File: config.mk
export PLATFORM = sky130hd
export DESIGN_NAME = alu_writeback
export DESIGN_NICKNAME = d
export VERILOG_FILES = /design/src/rtl/alu_writeback.sv
export SDC_FILE = /design/constraint.sdc
export NUM_CORES = 1
export LEC_CHECK = 0
export ABC_CLOCK_PERIOD_IN_PS = 1700
export CAP_MARGIN = 20
export CORE_ASPECT_RATIO = 0.9
export CORE_UTILIZATION = 44
export DETAILED_ROUTE_END_ITERATION = 8
export HOLD_SLACK_MARGIN = 0.02
export MAX_ROUTING_LAYER = met4
export PLACE_DENSITY_LB_ADDON = 0.1
export SLEW_MARGIN = 0
export SYNTH_ARGS = -nofsm -noshare
export SYNTH_HDL_FRONTEND = slang
export SYNTH_SLANG_ARGS = --single-unit
File: constraint.sdc
create_clock -name clk -period 1.7 [get_ports clk]
set_clock_uncertainty 0.15 [all_clocks]
set_input_delay 0.255 -clock clk [delete_from_list [all_inputs] [get_ports clk]]
set_output_delay 0.255 -clock clk [all_outputs]
set_load 0.05 [all_outputs]
File: src/rtl/alu_writeback.sv
// Writeback stage between the 16-bit ALU and the single register-file write port.
// Sequences the two writes of MUL/DIV results and converts ALU exceptions into a held report.
module alu_writeback #(
  parameter int REG_DATA_WIDTH    = 16,
  parameter int ALU_CONTROL_WIDTH = 4,
  parameter int REG_ADDR_WIDTH    = 4,
  parameter int HI_REG_ADDR       = 0
) (
  input  logic                         clk,
  input  logic                         rst,
  input  logic                         in_valid,
  output logic                         in_ready,
  input  logic [REG_DATA_WIDTH-1:0]    r,
  input  logic [REG_DATA_WIDTH-1:0]    s,
  input  logic                         exc_alu,
  input  logic [ALU_CONTROL_WIDTH-1:0] alu_control,
  input  logic [REG_ADDR_WIDTH-1:0]    dest_addr,
  output logic                         wr_en,
  output logic [REG_ADDR_WIDTH-1:0]    wr_addr,
  output logic [REG_DATA_WIDTH-1:0]    wr_data,
  output logic                         exc_pending,
  output logic [ALU_CONTROL_WIDTH-1:0] exc_code,
  input  logic                         exc_ack,
  output logic                         busy
);

  localparam logic [ALU_CONTROL_WIDTH-1:0] OP_NOP = ALU_CONTROL_WIDTH'(4'b0000);
  localparam logic [ALU_CONTROL_WIDTH-1:0] OP_MUL = ALU_CONTROL_WIDTH'(4'b0001);
  localparam logic [ALU_CONTROL_WIDTH-1:0] OP_DIV = ALU_CONTROL_WIDTH'(4'b0010);
  localparam logic [REG_ADDR_WIDTH-1:0]    HI_ADDR = REG_ADDR_WIDTH'(HI_REG_ADDR);

  typedef enum logic [1:0] {
    IDLE  = 2'd0,
    WR_LO = 2'd1,
    WR_HI = 2'd2,
    EXC   = 2'd3
  } state_t;

  state_t                         state, state_n;
  logic                           md_q, md_n;
  logic [REG_DATA_WIDTH-1:0]      s_q, s_n;
  logic                           wr_en_n;
  logic [REG_ADDR_WIDTH-1:0]      wr_addr_n;
  logic [REG_DATA_WIDTH-1:0]      wr_data_n;
  logic                           exc_pending_n;
  logic [ALU_CONTROL_WIDTH-1:0]   exc_code_n;
  logic                           accept;
  logic                           in_is_md;

  // Handshake: a result transfers on a cycle where in_valid && in_ready;
  // upstream holds its inputs stable while in_valid is high and in_ready is low.
  assign in_ready = (state == IDLE) || ((state == WR_LO) && !md_q);
  assign busy     = (state != IDLE);
  assign accept   = in_valid && in_ready;
  assign in_is_md = (alu_control == OP_MUL) || (alu_control == OP_DIV);

  always_comb begin
    state_n       = state;
    md_n          = md_q;
    s_n           = s_q;
    wr_en_n       = 1'b0;
    wr_addr_n     = wr_addr;
    wr_data_n     = wr_data;
    exc_pending_n = exc_pending;
    exc_code_n    = exc_code;
    case (state)
      IDLE, WR_LO: begin
        if ((state == WR_LO) && md_q) begin
          state_n   = WR_HI;
          wr_en_n   = 1'b1;
          wr_addr_n = HI_ADDR;
          wr_data_n = s_q;
        end else if (accept) begin
          // The exception flag overrides whatever code came with it.
          if (exc_alu) begin
            state_n       = EXC;
            exc_pending_n = 1'b1;
            exc_code_n    = alu_control;
          end else if (alu_control == OP_NOP) begin
            state_n = IDLE;
          end else begin
            state_n   = WR_LO;
            wr_en_n   = 1'b1;
            wr_addr_n = dest_addr;
            wr_data_n = r;
            md_n      = in_is_md;
            if (in_is_md) s_n = s;
          end
        end else begin
          state_n = IDLE;
        end
      end
      WR_HI: begin
        state_n = IDLE;
        md_n    = 1'b0;
      end
      EXC: begin
        if (exc_ack) begin
          state_n       = IDLE;
          exc_pending_n = 1'b0;
        end
      end
      default: state_n = IDLE;
    endcase
  end

  always_ff @(posedge clk or posedge rst) begin
    if (rst) begin
      state       <= IDLE;
      md_q        <= 1'b0;
      s_q         <= '0;
      wr_en       <= 1'b0;
      wr_addr     <= '0;
      wr_data     <= '0;
      exc_pending <= 1'b0;
      exc_code    <= '0;
    end else begin
      state       <= state_n;
      md_q        <= md_n;
      s_q         <= s_n;
      wr_en       <= wr_en_n;
      wr_addr     <= wr_addr_n;
      wr_data     <= wr_data_n;
      exc_pending <= exc_pending_n;
      exc_code    <= exc_code_n;
    end
  end

endmodule

# After elaboration in Yosys (flattened, before gate mapping)
# Cells that the tools add are included.
# totals
regBits	45
inputBits	45
out_inout_bits	28
elab_cells	71
# classes
n_eq_ne	13
muxes	29
bitwise_logic	3
reduce_logical	18
# ops
operator	n
$mux 16	4
$mux 4	4
$mux 1	14
$ne 2x2->1 const B	7
$reduce_and 5->1	2
$mux 2	4
$reduce_and 4->1	2
$reduce_bool 2->1	4
$pmux 2 s3	1
$reduce_and 6->1	1
$eq 2x2->1 const B	2
$eq 4x1->1 const B	1
$eq 4x2->1 const B	1
$logic_not 4->1	1
$pmux 1 s2	2
$logic_and 1x1->1	3
$not 1->1	3
$eq 2x1->1 const B	1
$logic_not 2->1	1
$logic_or 1x1->1	2
$ne 2x1->1 const B	1
$reduce_or 2->1	1
$logic_not 1->1	1

# Longest topological paths before layout
# Gate-level depths: netlist of run 1.
# depth
ltp_word	7
depth_mapped	5
ltp_nobuf	3

# Least setup slack after synthesis of run 1
# OpenSTA, ideal clock, no wires.
# synth_timing
kind	reg2out
from	register state[1]
to	output in_ready
arrival_ps	1286
required_ps	1295
slack_ps	9
path_stages_with_launch	3
path_buffers	1
path_cell_list	dfrtp_1 buf_2 a21oi_1
# synth_between
elab_chain_len	3
elab_cells_between_ends	4
cone_classes	1 x eq/ne; 3 x reduce/logical
# synth_lines
item	line_no	text
from (decl)	39	state_t state, state_n;
from (signal assigned)	118	state <= state_n;
$eq 2x1->1	52	assign in_ready = (state == IDLE) || ((state == WR_LO) && !md_q);
$logic_and 1x1->1	52	
$logic_or 1x1->1 (*)	52	
to (decl)	12	output logic in_ready,
# Every way passes the cells marked *; elsewhere a longest branch is shown, timed or not.

# Worst setup path after layout of run 1
# Ends and elaborated chain as after synthesis.

==> out/results.ini, run 1 <==
[drt]
dr.pass1.iters = 4
ant_nets = 0
drtIter0Drc = 77
drcViolationCount = 0
vias_per_cell = 5.226
num_vias = 1735
routedWlPerCell_um = 14.26
wirelength_um = 4735

[placed_design]
dp_hpwl_um = 3282
io_buffers = 72
gp_congestion = 0.7966
place_ws_ns = -0.3500

[cells_and_area]
nets = 314
drive_gt1_share_pct = 31.11
num_antenna_cells = 0
final_common_cell = dfrtp_1
syn2layout_area_growth_pct = 48.47
final_cell_mix = dfrtp_1, clkdlybuf4s50_1, buf_4

[timing]
worst_pin_slew_ns = 0.2992
max_freq_mhz = 611.3
relSlewSlack_pct = 79.90
setup_ws_ns = 0.06413
post-route-min-period_ns = 1.636
timing.final.max_slew_violations = 0
final-setup-viol-count = 0
hold_violations = 0
period_share_pct = 96.23

[global_route]
grt_pass1_wl_um = 7548
grt_max_degree = 34
antenna_found_initial = 0
gr-total-overflow = 0
grt_pass1_vias = 1627
globalRouteTotalUtil_pct = 21.42

[power]
pwr_density_cell_nw_per_um2 = 1485
total_leakage_power_nw = 1.380
ir_drop_mv = 0.9668
totalPowerFinal_w = 0.004496

[logic_synthesis]
synth_top_family_by_area = simple AND/OR/NAND/NOR gates
yosys.area_share.simple_pct = 14.36
syn_avg_cell_area_um2 = 11.02
ys_warn_count = 0
synthXorXnorAreaFrac_pct = 0.7975
synth_compound_area_share_pct = 13.07
syn_nets = 230
synth-seq-area-share_pct = 55.21
synth-async-reset-ratio_pct = 100.0
synth-seq-cells = 45
ys_types = 27
synth_edf_count = 0
muxShareOfSynthArea_pct = 12.88
synth_area_um2 = 2039
synthFlopType = dfrtp_1
synth_fa_ha_area_share_pct = 0
syn_inst = 185

[floorplan]
io-pin-count = 73
floorplan.die.height_um = 66.59
die_w_um = 73.77
core_um2 = 4461
dieArea_um2 = 4912
initial_core_util_pct = 45.72
rows = 23

[clock_tree]
htreeDepth = 2
clk_pin_slew_ns = 0.09
cts_root_buf = clkbuf_8
clk_latency_ns = 0.30
cts_buffers = 5
cts.sinks = 45
cts_buffer_depth = 2
tritoncts = yes

[setup_path]
worst_setup_path_end_kind = output port
crit_chain = buf_6 -> a21oi_1 -> buf_12
critPathMaxFanout = 5
required_ns = 1.29
start_kind = flip-flop
critPathKind = reg2out
cpMaxStageDelayCell = dfrtp_1
cpPeakStageDelay_ns = 0.42
arrival_ns = 1.23

[status]
status = completed

[hold_path]
hold_class = in2async

[run]
maxCapViolCount = 0

==> what timing repair did <==
item | CTS | global route
gates resized for setup | 5 | 7
hold buffers | 0 | 0
gates cloned | 1 | 0
hold endpoints to repair | 0 | 0
pin swaps | 1 | 3
buffers inserted | 0 | 1
endpoints found under the setup margin | 11 | 23
==> worst paths after layout <==
path                                     start          end  slack (ns)  depth (start not counted)
max in group asynchronous                  rst   wr_data[0]        0.87                          3
min in group clk                alu_control[3]  exc_code[3]        0.19                          2
worst max-delay path                  state[1]     in_ready        0.06                          3
worst min register to register     exc_pending  exc_pending        0.34                          2
worst max register to register        state[1]   wr_data[4]        0.08                          6
worst min-delay path                       rst   wr_addr[0]        0.07                          2
==> routing by layer <==
layer | GRT usage [%] | up-vias | part of all wire, %
met4 | 9.856 | 0 | 2.0
met2 | 30.50 | 67 | 43
met5 | - | - | 0
met1 | 28.83 | 827 | 48
met3 | 5.144 | 9 | 6.4
li1 | - | 832 | -
==> flip-flops by register name, summed over array words and instances, names as in the netlist <==
| name | flops |
|---|---|
| wr_data | 16 |
| s_q | 16 |
| exc_pending | 1 |
| md_q | 1 |
| state | 2 |
| wr_en | 1 |
| wr_addr | 4 |
| exc_code | 4 |
==> per-stage QoR <==
step / instances / setup TNS, ns / util (%) / cell area, um^2 / hold WS [ns]
after floorplan: 185 / 0 / - / 2039 / 0.2122
after global placement: 322 / -11.30 / 64.77 / 2889 / 0.3116
after detailed placement: 322 / -11.83 / 64.77 / 2889 / 0.3179
after CTS: 331 / -0.006679 / 67.32 / 3003 / 0.06907
after global routing: 332 / -0.05189 / 67.88 / 3028 / 0.1030
final: 332 / 0 / 67.88 / 3028 / 0.06650
==> logic make-up after synthesis <==
group	count (synthesis)
xor gates and xnor gates	1
and+or+nand+nor	55
buffers and inverters	16
AOI/OAI and AO/OA	48
muxes	20
DFF	45
==> power breakdown <==
group	switching, W	leakage, nW	internal (W)
Combinational	0.00131	0.780	0.000824
Sequential	0.000219	0.555	0.00145
Clock	0.000396	0.0447	0.000297
==> critical path: cells and delay by family, from the launching register on <==
| kind | cells | cell delay (ns) |
|---|---|---|
| AO/OA/AOI/OAI | 1 | 0.20 |
| buffers and inverters | 2 | 0.31 |
| flip-flops | 1 | 0.42 |
==> synth_stat cells, types with 2 or more instances <==
| cell type | instances | area (um^2) |
|---|---|---|
| nand3_1 | 23 | 115.1 |
| o21ai_0 | 24 | 120.1 |
| clkbuf_1 | 7 | 26.28 |
| buf_2 | 4 | 20.02 |
| nor2_1 | 18 | 67.56 |
| mux2_4 | 10 | 150.1 |
| clkbuf_2 | 2 | 10.01 |
| a31oi_1 | 16 | 100.1 |
| nand2_1 | 4 | 15.01 |
| dfrtp_1 | 45 | 1126 |
| a21oi_1 | 6 | 30.03 |
| inv_1 | 2 | 7.510 |
| mux2_2 | 10 | 112.6 |
==> final cells by class <==
class                   count  area (um^2)
fillers                   369         1433
multi-input cells         124        863.3
clock inverters             3        25.02
inverters                   2        7.507
flip-flops and latches     45         1126
well taps                  62        77.57
repair buffers             91        859.6
clock buffers               5        68.82
Power figures use the tool's default switching activity.
==> run 2: changes to the inputs <==
--- a/config.mk
+++ b/config.mk
@@ -13,6 +13,7 @@
 export HOLD_SLACK_MARGIN = 0.02
 export MAX_ROUTING_LAYER = met4
 export PLACE_DENSITY_LB_ADDON = 0.1
+export REMOVE_ABC_BUFFERS = 1
 export SLEW_MARGIN = 0
 export SYNTH_ARGS = -nofsm -noshare
 export SYNTH_HDL_FRONTEND = slang
==> run 2 against run 1 <==
  * Utilization grew 0.53 points
  * Total power grew 0.45%
  * Fmax shrank 2.7%
  * Clock power shrank 4.2%
  * Design area grew 0.79%
  * Non-clock buffer count grew 2
  * Sequential power is essentially flat
  * Final cell count grew 0.60%
  * Flip-flop and latch count is the same
  * Wire length grew 8.2%
  * Largest cell class unchanged
  * Largest power group unchanged
  * Highest routed layer unchanged
==> out/results.ini, run 2 (synthesis results as in run 1) <==
[cells_and_area]
top_regs = s_q: 16 flops, wr_data: 16 flops
drive_gt1_share_pct = 31.99  ; +0.87 points
final_common_cell = dfrtp_1
nets = 316  ; +0.64%
nFillCells = 364  ; -1.4%
stdcell_area_um2 = 3052  ; +0.79%
num_antenna_cells = 0  ; unchanged
final_cell_mix = dfrtp_1, clkdlybuf4s50_1, buf_4
syn2layout_area_growth_pct = 49.63

[global_route]
grt_max_degree = 46  ; +35%
grt_busiest_layer = met2
grt_pass1_wl_um = 8349  ; +11%
grt_use_met2_pct = 39.22  ; +8.7 points
use_met1_pct = 29.39  ; +0.56 points
grt_pass1_vias = 1731  ; +6.4%
gr-total-overflow = 0  ; unchanged
grt.met3_usage_pct = 6.051  ; +0.91 points
antenna_found_initial = 0  ; unchanged
globalRouteTotalUtil_pct = 23.71  ; +2.3 points

[floorplan]
rows = 23  ; unchanged
core_um2 = 4461  ; unchanged
die_w_um = 73.77  ; unchanged
floorplan.die.height_um = 66.59  ; unchanged
io-pin-count = 73  ; unchanged
initial_core_util_pct = 45.72  ; unchanged
dieArea_um2 = 4912  ; unchanged

[drt]
routedWlPerCell_um = 15.34  ; +7.5%
vias_per_cell = 5.284  ; +1.1%
num_vias = 1765  ; +1.7%
drcViolationCount = 0  ; unchanged
dr.pass1.iters = 5  ; +1
drtIter0Drc = 113  ; +47%
ant_nets = 0  ; unchanged
wirelength_um = 5122  ; +8.2%

[setup_path]
r2r_cells = 4  ; -2
worst_setup_path_end_kind = flip-flop
arrival_ns = 1.68  ; +0.45 ns
start_kind = primary input
required_ns = 1.70  ; +0.41 ns
critPathMaxFanout = 21  ; +16
critPathKind = in2reg

[status]
status = completed

[power]
pwr_density_cell_nw_per_um2 = 1480  ; -0.33%
p_seq_share_pct = 37.5  ; +0.3 points
total_leakage_power_nw = 1.385  ; +0.35%
power_frac_comb_pct = 47.8  ; +0.4 points
switchingPower_w = 0.001930  ; +0.47%
power.internal_w = 0.002586  ; +0.44%
ir_drop_mv = 0.7770  ; -20%
swShare_pct = 42.74  ; about the same
clkPwrFrac_pct = 14.7  ; -0.7 points

[timing]
final-setup-viol-count = 0  ; unchanged
relSlewSlack_pct = 78.24  ; -1.7 points
hold_ws_ns = 0.1500  ; +0.08349 ns
tns_ns = 0  ; unchanged
setup_ws_ns = 0.01887  ; -0.04525 ns
worst_pin_slew_ns = 0.3264  ; +0.02717 ns
post-route-min-period_ns = 1.681  ; +0.04525 ns
timing.final.max_slew_violations = 0  ; unchanged
period_share_pct = 98.89  ; +2.7 points
hold_violations = 0  ; unchanged
max_freq_mhz = 594.8  ; -2.7%
grt_setup_unrepaired = yes

[clock_tree]
clk_pin_slew_ns = 0.09  ; about the same
cts.sinks = 45  ; unchanged
cts_buffer_depth = 2  ; unchanged
htreeDepth = 2  ; unchanged
cts_root_buf = clkbuf_8
cts_buffers = 5  ; unchanged
clk_latency_ns = 0.29  ; about the same
tritoncts = yes

[placed_design]
place_ws_ns = -0.3034  ; +0.04660 ns
gp_congestion = 0.7846  ; -1.5%
place_area_um2 = 2944  ; +1.9%
io_buffers = 72  ; unchanged
dp_hpwl_um = 3525  ; +7.4%

[hold_path]
hold_class = in2async

[run]
maxCapViolCount = 0  ; unchanged

run 2: cell types whose count changed in the layout (fill, tap and decap cells not counted), sizes merged:
cell and change:
buf +2, dlygate4sd2 -1, dlymetal6s2s -1, clkdlybuf4s50 +2
run 2: worst paths after layout:
kind | startpoint | end | slack, ns
worst max-delay path | in_valid | wr_data[10] | 0.02
worst min-delay path | rst | wr_addr[1] | 0.15
worst max register to register | state[1] | wr_data[10] | 0.02
worst min register to register | exc_pending | exc_pending | 0.35
max in group asynchronous | rst | wr_data[1] | 1.02
min in group clk | exc_alu | md_q | 0.23
run 2: per-layer routing:
layer  vias to the layer above  wire length (um)
li1                        838                 -
met1                       858              2179
met2                        67              2591
met3                         2               327
met4                         0                23
met5                         -                 0
run 2: stage by stage:
step,instances,utilization (%),total power [W]
floorplan,171,-,0.003051
detailed placement,326,66.00,0.003841
global route,334,68.42,0.004758
global placement,326,66.00,0.003790
finish,334,68.42,0.004517
CTS,334,68.27,0.004528
run 2: power by group through the flow:
stage | Combinational, W | Sequential [W] | Clock [W]
2_1_floorplan | 0.000554 | 0.00250 | 0
3_3_place_gp | 0.00211 | 0.00168 | 0
3_5_place_dp | 0.00215 | 0.00169 | 0
4_1_cts | 0.00216 | 0.00168 | 0.000680
5_1_grt | 0.00228 | 0.00174 | 0.000740
6_report | 0.00216 | 0.00169 | 0.000664
run 2: cell type report:
type                            instances  area, um^2  area share, %
Sequential cell                        45        1127          36.94
Clock buffer                            5       68.82          2.255
Inverter                                2       7.507         0.2460
Multi-Input combinational cell        124       852.1          27.92
Clock inverter                          3       21.27         0.6970
Tap cell                               62       77.57          2.542
Timing Repair Buffer                   93       897.1          29.40
run 2: what timing repair did:
action / in CTS / in global routing
setup endpoints to repair: 2 / 11
resized for setup: 4 / 8
hold buffers: 0 / 0
setup buffers: 1 / 0
run 2: worst max-delay path, cell delays in order:
cell	delay, ns
clkdlybuf4s50_1	0.49
or3b_2	0.48
buf_12	0.17
o21ai_1	0.15
a31oi_1	0.13
